$ cat src/rtl/spi_pkg.sv
// Shared definitions for the SPI command arbiter slice: default widths and
// the transaction state encoding.
package spi_pkg;

  localparam int unsigned SPI_CMD_WIDTH  = 12;
  localparam int unsigned SPI_READ_WIDTH = 8;
  localparam int unsigned CMD_RW_BIT     = SPI_CMD_WIDTH - 1;

  typedef enum logic [2:0] {
    IDLE      = 3'd0,
    ISSUE     = 3'd1,
    WAIT_BUSY = 3'd2,
    WAIT_DONE = 3'd3,
    RESP      = 3'd4
  } spi_state_t;

endpackage

$ cat src/rtl/spi_rr_arbiter.sv
// Combinational round-robin picker: first active request after last_grant,
// with wrap-around; returns a one-hot grant plus its index.
module spi_rr_arbiter #(
  parameter  int unsigned NUM_REQ = 4,
  localparam int unsigned IDX_W   = $clog2(NUM_REQ)
) (
  input  logic [NUM_REQ-1:0] req,
  input  logic [IDX_W-1:0]   last_grant,
  output logic [NUM_REQ-1:0] gnt,
  output logic [IDX_W-1:0]   gnt_idx,
  output logic               gnt_vld
);

  logic [IDX_W-1:0] cand;

  always_comb begin
    gnt     = '0;
    gnt_idx = '0;
    gnt_vld = 1'b0;
    cand    = '0;
    for (int unsigned k = 1; k <= NUM_REQ; k++) begin
      cand = IDX_W'((32'(last_grant) + k) % NUM_REQ);
      if (!gnt_vld && req[cand]) begin
        gnt_vld = 1'b1;
        gnt_idx = cand;
      end
    end
    if (gnt_vld) gnt[gnt_idx] = 1'b1;
  end

endmodule

$ cat src/rtl/spi_cmd_arbiter.sv
// Shares one SPI master between NUM_REQ requesters: round-robin grant, one
// command in flight, completion/timeout tracking and response routing.
module spi_cmd_arbiter
  import spi_pkg::*;
#(
  parameter  int unsigned NUM_REQ    = 4,
  parameter  int unsigned CMD_WIDTH  = SPI_CMD_WIDTH,
  parameter  int unsigned READ_WIDTH = SPI_READ_WIDTH,
  parameter  int unsigned TIMEOUT    = 1023,
  localparam int unsigned IDX_W      = $clog2(NUM_REQ)
) (
  input  logic                         clk,
  input  logic                         rst_n,
  input  logic [NUM_REQ*CMD_WIDTH-1:0] req_cmd,
  input  logic [NUM_REQ-1:0]           req_vld,
  output logic [NUM_REQ-1:0]           req_rdy,
  output logic [NUM_REQ-1:0]           rsp_vld,
  output logic [READ_WIDTH-1:0]        rsp_data,
  output logic                         rsp_err,
  output logic [CMD_WIDTH-1:0]         m_cmd,
  output logic                         m_cmd_vld,
  input  logic                         m_cmd_rdy,
  input  logic                         m_read_vld,
  input  logic [READ_WIDTH-1:0]        m_read_data,
  output logic                         busy,
  output logic [IDX_W-1:0]             grant_id
);

  localparam int unsigned CNT_W = $clog2(TIMEOUT + 1);

  spi_state_t              state;
  logic [CMD_WIDTH-1:0]    cmd_buf;
  logic [IDX_W-1:0]        last_grant;
  logic [IDX_W-1:0]        arb_idx;
  logic [NUM_REQ-1:0]      arb_gnt;
  logic                    arb_vld;
  logic [CNT_W-1:0]        tmo_cnt;
  logic                    tmo_hit;
  logic                    is_write;
  logic                    done;
  logic [READ_WIDTH-1:0]   done_data;

  spi_rr_arbiter #(.NUM_REQ(NUM_REQ)) u_rr_arb (
    .req        (req_vld),
    .last_grant (last_grant),
    .gnt        (arb_gnt),
    .gnt_idx    (arb_idx),
    .gnt_vld    (arb_vld)
  );

  assign req_rdy  = (state == IDLE) ? arb_gnt : '0;
  assign m_cmd    = cmd_buf;
  assign is_write = cmd_buf[CMD_WIDTH-1];
  assign tmo_hit  = (tmo_cnt == CNT_W'(TIMEOUT - 1));

  // Completion is only recognised in WAIT_DONE; it takes priority over a
  // timeout landing on the same cycle.
  always_comb begin
    done      = 1'b0;
    done_data = '0;
    if (state == WAIT_DONE) begin
      if (is_write) begin
        done = m_cmd_rdy;
      end else if (m_read_vld) begin
        done      = 1'b1;
        done_data = m_read_data;
      end
    end
  end

  always_ff @(posedge clk) begin
    if (!rst_n) begin
      state      <= IDLE;
      cmd_buf    <= '0;
      grant_id   <= '0;
      last_grant <= IDX_W'(NUM_REQ - 1);
      tmo_cnt    <= '0;
      m_cmd_vld  <= 1'b0;
      busy       <= 1'b0;
      rsp_vld    <= '0;
      rsp_data   <= '0;
      rsp_err    <= 1'b0;
    end else begin
      unique case (state)
        IDLE: begin
          if (arb_vld) begin
            cmd_buf   <= req_cmd[arb_idx*CMD_WIDTH +: CMD_WIDTH];
            grant_id  <= arb_idx;
            tmo_cnt   <= '0;
            m_cmd_vld <= 1'b1;
            busy      <= 1'b1;
            state     <= ISSUE;
          end
        end
        ISSUE, WAIT_BUSY, WAIT_DONE: begin
          tmo_cnt <= tmo_cnt + 1'b1;
          if (done || tmo_hit) begin
            state     <= RESP;
            m_cmd_vld <= 1'b0;
            rsp_vld   <= NUM_REQ'(1) << grant_id;
            rsp_data  <= done_data;
            rsp_err   <= !done;
          end else if (state == ISSUE && m_cmd_rdy) begin
            m_cmd_vld <= 1'b0;
            state     <= WAIT_BUSY;
          end else if (state == WAIT_BUSY && !m_cmd_rdy) begin
            state <= WAIT_DONE;
          end
        end
        RESP: begin
          rsp_vld    <= '0;
          rsp_data   <= '0;
          rsp_err    <= 1'b0;
          last_grant <= grant_id;
          busy       <= 1'b0;
          state      <= IDLE;
        end
        default: state <= IDLE;
      endcase
    end
  end

endmodule

$ cat config.mk
export PLATFORM = sky130hd
export DESIGN_NAME = spi_cmd_arbiter
export DESIGN_NICKNAME = d
export VERILOG_FILES = /design/src/rtl/spi_pkg.sv /design/src/rtl/spi_rr_arbiter.sv /design/src/rtl/spi_cmd_arbiter.sv
export SDC_FILE = /design/constraint.sdc
export NUM_CORES = 1
export LEC_CHECK = 0
export ABC_AREA = 1
export CORE_MARGIN = 4
export CORE_UTILIZATION = 25
export DETAILED_ROUTE_END_ITERATION = 7
export SYNTH_ARGS = -nofsm -noshare
export SYNTH_HDL_FRONTEND = slang
export SYNTH_SLANG_ARGS = --single-unit
$ cat constraint.sdc
create_clock -name clk -period 1.94 [get_ports clk]
set_input_delay 0.388 -clock clk [delete_from_list [all_inputs] [get_ports clk]]
set_output_delay 0.388 -clock clk [all_outputs]
set_load 0.05 [all_outputs]
==> flow_metrics.tcl, run 1 <==
set metrics [dict create \
    drive_gt1_share_pct 25.5 \
    synth-edff-count 0 \
    grt_pass1_wl_mm 13.4 \
    rsz0062_at_grt "yes" \
    htree_levels 2 \
    period_minus_slack_ns 2.25 \
    fin_ws_ns -0.308 \
    grt_pass1_vias 2940 \
    gp_congestion 0.789 \
    synthFlopType "dfxtp_1" \
    setup_violations 9 \
    io_pins 97 \
    cp_slowest_stage_delay_ns 0.43 \
    hold_path_class "reg2reg" \
    met2WireLength_mm 4.22 \
    ant_nets 0 \
    yosysSeqAreaShare_pct 33.9 \
    antenna_found_initial 0 \
    via_per_inst 4.48 \
    worstPathRequired_ns 1.55 \
    wl_met3_um 386 \
    yosysTopAreaCell "dfxtp_1" \
    die_y_um 110 \
    maxCapViolCount 0 \
    cp_common_cell "nand2_4" \
    synth_commonest_cells "nand2_1, nand3_1, dfxtp_1, nor2_1, inv_1" \
    synth_area_um2 2600 \
    detail_route.first_pass.iterations 4 \
    tightest_slew_ns 0.510 \
    syn_nets 477 \
    ys_types 34 \
    drt_wl_total_mm 8.50 \
    synthArstFlopShare_pct 0 \
    worstPathArrival_ns 1.86 \
    violations "negative setup slack" \
    area_growth_pct 70.8 \
    max_slew_margin_pct 65.9 \
    std_cell_rows 36 \
    finalPower_mw 4.11 \
    cp-end-kind "primary output" \
    antenna_cells 0 \
    period_share_pct 116 \
    final_core_util_pct 44.6 \
    start_util_pct 26.1 \
    hold_viol_final 0 \
    cellPowerDensity_nw_per_um2 924 \
    final_nets 622 \
    grt_max_degree 18 \
    ys_seq_elements 44 \
    gr-total-overflow 0 \
    p_leak_nw 1.95 \
    fillers 1041 \
    wire_per_inst_um 12.3 \
    via_count 3088 \
    drt_iter0_drc 107 \
    syn-mean-instance-area_um2 6.33 \
    clockBufferDepth 2 \
    ys_warn_count 0 \
    hpwlAfterDp_mm 6.57 \
    cts_buffers 5 \
    dieWidth_um 110 \
    yosysTopAreaCellShare_pct 33.9 \
    cts_tree "yes" \
    cts.reportedPaths.clkPinSlew_ns 0.08 \
    fin_worst_skew_ns 0.00871 \
    grt_usage_pct 13.8 \
    crit_path_start_kind "flop" \
    port-buffer-count 96 \
    dieArea_um2 12100 \
    synth_cells 411 \
    synth_most_common_cell "nand2_1" \
    clk_latency_ns 0.30 \
    cp_cell_sequence "inv_8 > nand2_2 > nand2_2 > nand2_4 > nand2_4 > nor2_4 > buf_6 > nand4_4 > nand2_4 > nand2_4 > nor2_4 > buf_12" \
    ys_top_cells_by_area "dfxtp_1, nand2_1, nand3_1, nor2_1, a21oi_1" \
    worstSetupPathType "reg2out" \
    ir_drop_v 0.000468 \
    cts_root_buf "clkbuf_8" \
    status "finished, violations left" \
    max_freq_ghz 0.445 \
    floorplan.core_area_um2 9950 \
    cp_slowest_cell "dfxtp_4" \
    drt-met1-wl_mm 3.78 \
    drc 0 \
    critical_path_peak_fanout 8 \
    drv_slew 0 \
    top_layer_used "met4" \
    cts.sinks 44 \
]
## logic make-up (layout without fill, tap and decap cells)
| logic type | Yosys count | count (layout) | synth area share, % |
|---|---|---|---|
| compound gates | 37 | 37 | 7.79 |
| buf+inv | 51 | 196 | 8.42 |
| simple gates | 275 | 276 | 48.3 |
| xor+xnor | 2 | 2 | 0.674 |
| fa+ha+maj | 2 | 2 | 0.962 |
| flops | 44 | 44 | 33.9 |
## power breakdown
group | total, mW | switching, mW | internal, mW
combinational | 2.30 | 1.37 | 0.931
sequential | 1.19 | 0.122 | 1.07
clock | 0.608 | 0.319 | 0.288
total | 4.11 | 1.81 | 2.29
## final timing paths
path	from	end	slack, ns	depth (start not counted)
max	last_grant[0]	req_rdy[1]	-0.31	12
min	m_cmd[4]	m_cmd[4]	0.46	2
max reg2reg	last_grant[0]	state[1]	-0.03	17
min reg2reg	m_cmd[4]	m_cmd[4]	0.46	2
## critical path, delay by kind of cell, from the launching register on
kind | cells | cell delay (ns)
buf+inv | 3 | 0.31
flops | 1 | 0.43
simple gates | 9 | 0.81
## repair_timing
item,4_1_cts,5_1_grt
gates cloned,0,1
pin swaps,17,15
setup buffers,11,6
hold buffers,0,0
endpoints found under the setup margin,24,32
resized for setup,21,41
## registers in the layout (all words and copies together) (netlist names)
signal and cells:
m_cmd 12, tmo_cnt 10, rsp_data 8, rsp_vld 4, state 3, grant_id 2
last_grant 2, busy 1, m_cmd_vld 1, rsp_err 1
## routing by layer
layer	up-vias	GRT usage (%)
met1	1402	17.1
met3	8	2.74
met4	0	3.74
met2	73	24.1
met5	-	0
li1	1605	-
## placed cells by master, fill, tap and decap left out, drive strengths merged
cell,netlist,final
nand2,156,157
clkdlybuf4s50,0,77
buf,7,66
nand3,55,55
nor2,46,46
dfxtp,44,44
inv,39,39
a21oi,27,27
clkbuf,3,6
nand4,6,6
nor3,5,5
o21ai,5,5
dlygate4sd2,0,4
or2,3,3
nor4,3,3
o211ai,2,2
xor2,2,2
a211oi,2,2
ha,2,2
clkinvlp,0,2
clkinv,2,2
a21boi,1,1
nand3b,1,1
## per-stage QoR
step                worst slack, ns  hold WS (ns)  instances  setup TNS [ns]  instance area, µm²
finish                       -0.308         0.457        690           -1.26                4440
CTS                          -0.328         0.461        683           -1.68                4230
global route                 -0.418         0.483        690           -3.79                4440
global placement             -0.437         0.445        665          -11.46                4010
detailed placement           -0.468         0.445        665          -13.01                4010
floorplan                    -0.243         0.445        411          -0.933                2660
## area by class of cell
| class | instances | area, µm² | share of cell area, % |
|---|---|---|---|
| clock inverter | 2 | 15.0 | 0.338 |
| clock buffer | 6 | 82.6 | 1.86 |
| tap | 133 | 166 | 3.75 |
| multi-input combinational | 317 | 1710 | 38.6 |
| timing repair buffer | 147 | 1400 | 31.5 |
| sequential | 44 | 888 | 20.0 |
| inverter | 41 | 175 | 3.94 |
No activity file was read; power rests on OpenSTA's default activity.
==> run 2, diff against run 1 <==
--- a/config.mk
+++ b/config.mk
@@ -9,6 +9,7 @@
 export CORE_MARGIN = 4
 export CORE_UTILIZATION = 25
 export DETAILED_ROUTE_END_ITERATION = 7
+export SLEW_MARGIN = 0
 export SYNTH_ARGS = -nofsm -noshare
 export SYNTH_HDL_FRONTEND = slang
 export SYNTH_SLANG_ARGS = --single-unit
==> results of run 2 <==
The final DEF is identical to that of run 1; final timing and power are the same.
==> run 3, diff against run 2 <==
--- a/config.mk
+++ b/config.mk
@@ -8,6 +8,7 @@
 export ABC_AREA = 1
 export CORE_MARGIN = 4
 export CORE_UTILIZATION = 25
+export CTS_BUF_LIST = sky130_fd_sc_hd__clkbuf_4
 export DETAILED_ROUTE_END_ITERATION = 7
 export SLEW_MARGIN = 0
 export SYNTH_ARGS = -nofsm -noshare
==> run 3 against run 2 <==
  * The flow still finishes with violations (negative setup slack)
  * Cell area decreased by 2.3%
  * Combinational power decreased by 4%
  * Non-clock buffer count decreased by 5
  * Sequential power about the same
  * Critical path type unchanged
  * Largest cell class unchanged
  * Largest power group unchanged
==> flow_metrics.tcl, run 3 (synthesis results as in run 1) <==
set metrics [dict create \
    grt_max_degree 18 \
    cts_tree "yes" \
    cellPowerDensity_nw_per_um2 886 \
    wire_per_inst_um 12.4 \
    antenna_cells 0 \
    period_share_pct 120 \
    critical_path_peak_fanout 8 \
    drv_slew 0 \
    gr-total-overflow 0 \
    multi_input_area_um2 1690 \
    die_y_um 110 \
    dieArea_um2 12100 \
    grt_pass1_vias 2948 \
    ant_nets 0 \
    drt_iter0_drc 76 \
    antenna_found_initial 0 \
    htree_levels 2 \
    seqCellArea_um2 886 \
    worstSetupPathType "reg2out" \
    p_leak_nw 2.11 \
    io_pins 97 \
    ir_drop_v 0.000453 \
    violations "negative setup slack" \
    postLayoutCellArea_um2 4340 \
    via_per_inst 4.49 \
    worstPathRequired_ns 1.55 \
    tightest_slew_ns 0.515 \
    setup_violations 16 \
    final_nets 617 \
    grt_pass1_wl_mm 13.6 \
    drt_wl_total_mm 8.46 \
    gp_congestion 0.789 \
    std_cell_rows 36 \
    clk_latency_ns 0.36 \
    drc 0 \
    rsz0062_at_grt "yes" \
    hpwlAfterDp_mm 6.57 \
    via_count 3077 \
    fin_ws_ns -0.388 \
    max_slew_margin_pct 65.5 \
    worstPathArrival_ns 1.94 \
    hold_path_class "reg2reg" \
    detail_route.first_pass.iterations 5 \
    port-buffer-count 96 \
    r2r_start "last_grant[0]" \
    dieWidth_um 110 \
    cts_buffers 5 \
    cp-startpoint "last_grant[0]" \
    fillers 1064 \
    fin_worst_skew_ns 0.0122 \
    floorplan.core_area_um2 9950 \
    clockBufferDepth 2 \
    max_freq_ghz 0.429 \
    area_growth_pct 66.8 \
    crit_path_start_kind "flop" \
    cts.sinks 44 \
    status "finished, violations left" \
    maxCapViolCount 0 \
    drive_gt1_share_pct 26.1 \
    cts_root_buf "clkbuf_4" \
    hold_start "m_cmd[4]" \
    layout_commonest_cell "nand2_1" \
    largest_register_ffs 12 \
    cp-end-kind "primary output" \
    hold_viol_final 0 \
    cts.reportedPaths.clkPinSlew_ns 0.12 \
    start_util_pct 26.1 \
    place_area_um2 4010 \
    grt_usage_pct 14.1 \
    final_core_util_pct 43.6 \
    period_minus_slack_ns 2.33 \
    final_cell_mix "nand2_1, clkdlybuf4s50_1, nand3_1" \
]
## run 3: through the flow
stage	setup WS (ns)	hold slack (ns)	std cells	setup TNS, ns	power, mW
6_report	-0.388	0.449	685	-4.04	3.84
5_1_grt	-0.527	0.487	685	-7.24	4.10
4_1_cts	-0.423	0.467	683	-2.75	3.84
3_5_place_dp	-0.468	0.445	665	-13.01	3.33
3_3_place_gp	-0.437	0.445	665	-11.46	3.31
2_1_floorplan	-0.243	0.445	411	-0.933	2.48
## run 3: critical path: stages (launching register included)
cell and delay, ns:
dfxtp_4 0.43, inv_6 0.06, nand2_2 0.06, nand2_2 0.06, nand2_2 0.10, nand2_4 0.08, nor2_4 0.16, nand2_2 0.08
nor2_4 0.10, inv_2 0.07, nand2_8 0.06, nor2_4 0.04, inv_2 0.09, nor2_4 0.05, buf_12 0.14
## run 3: what timing repair did
action                     4_1_cts  5_1_grt
cloned                           1        0
gates resized for setup         33       38
setup endpoints to repair       29       44
hold buffers                     0        0
pin swaps                       21       20
setup buffers                   38        4
## run 3: layout make-up
| type | count | share of cell area, % |
|---|---|---|
| clock buffer | 5 | 0.865 |
| clock inverter | 3 | 0.433 |
| inverter | 41 | 3.86 |
| multi-input combinational | 317 | 39.0 |
| sequential | 44 | 20.4 |
| tap | 133 | 3.84 |
| timing repair buffer | 142 | 31.6 |
## run 3: worst paths after layout
| check | to | slack (ns) | cells past startpoint |
|---|---|---|---|
| worst min register to register | m_cmd[4] | 0.45 | 2 |
| worst max-delay path | req_rdy[0] | -0.39 | 14 |
| worst max register to register | tmo_cnt[8] | -0.28 | 19 |
| worst min-delay path | m_cmd[4] | 0.45 | 2 |
## run 3: report_power, final
group	internal [mW]	switching, mW
Clock	0.137	0.302
Sequential	1.07	0.120
Combinational	0.861	1.35
Total	2.07	1.77
## run 3: layer usage
layer,routed length (µm),vias to the layer above,global-route usage (%)
li1,-,1594,-
met1,3720,1397,17.5
met2,4210,74,24.8
met3,406,12,2.91
met4,128,0,3.12
met5,0,-,0
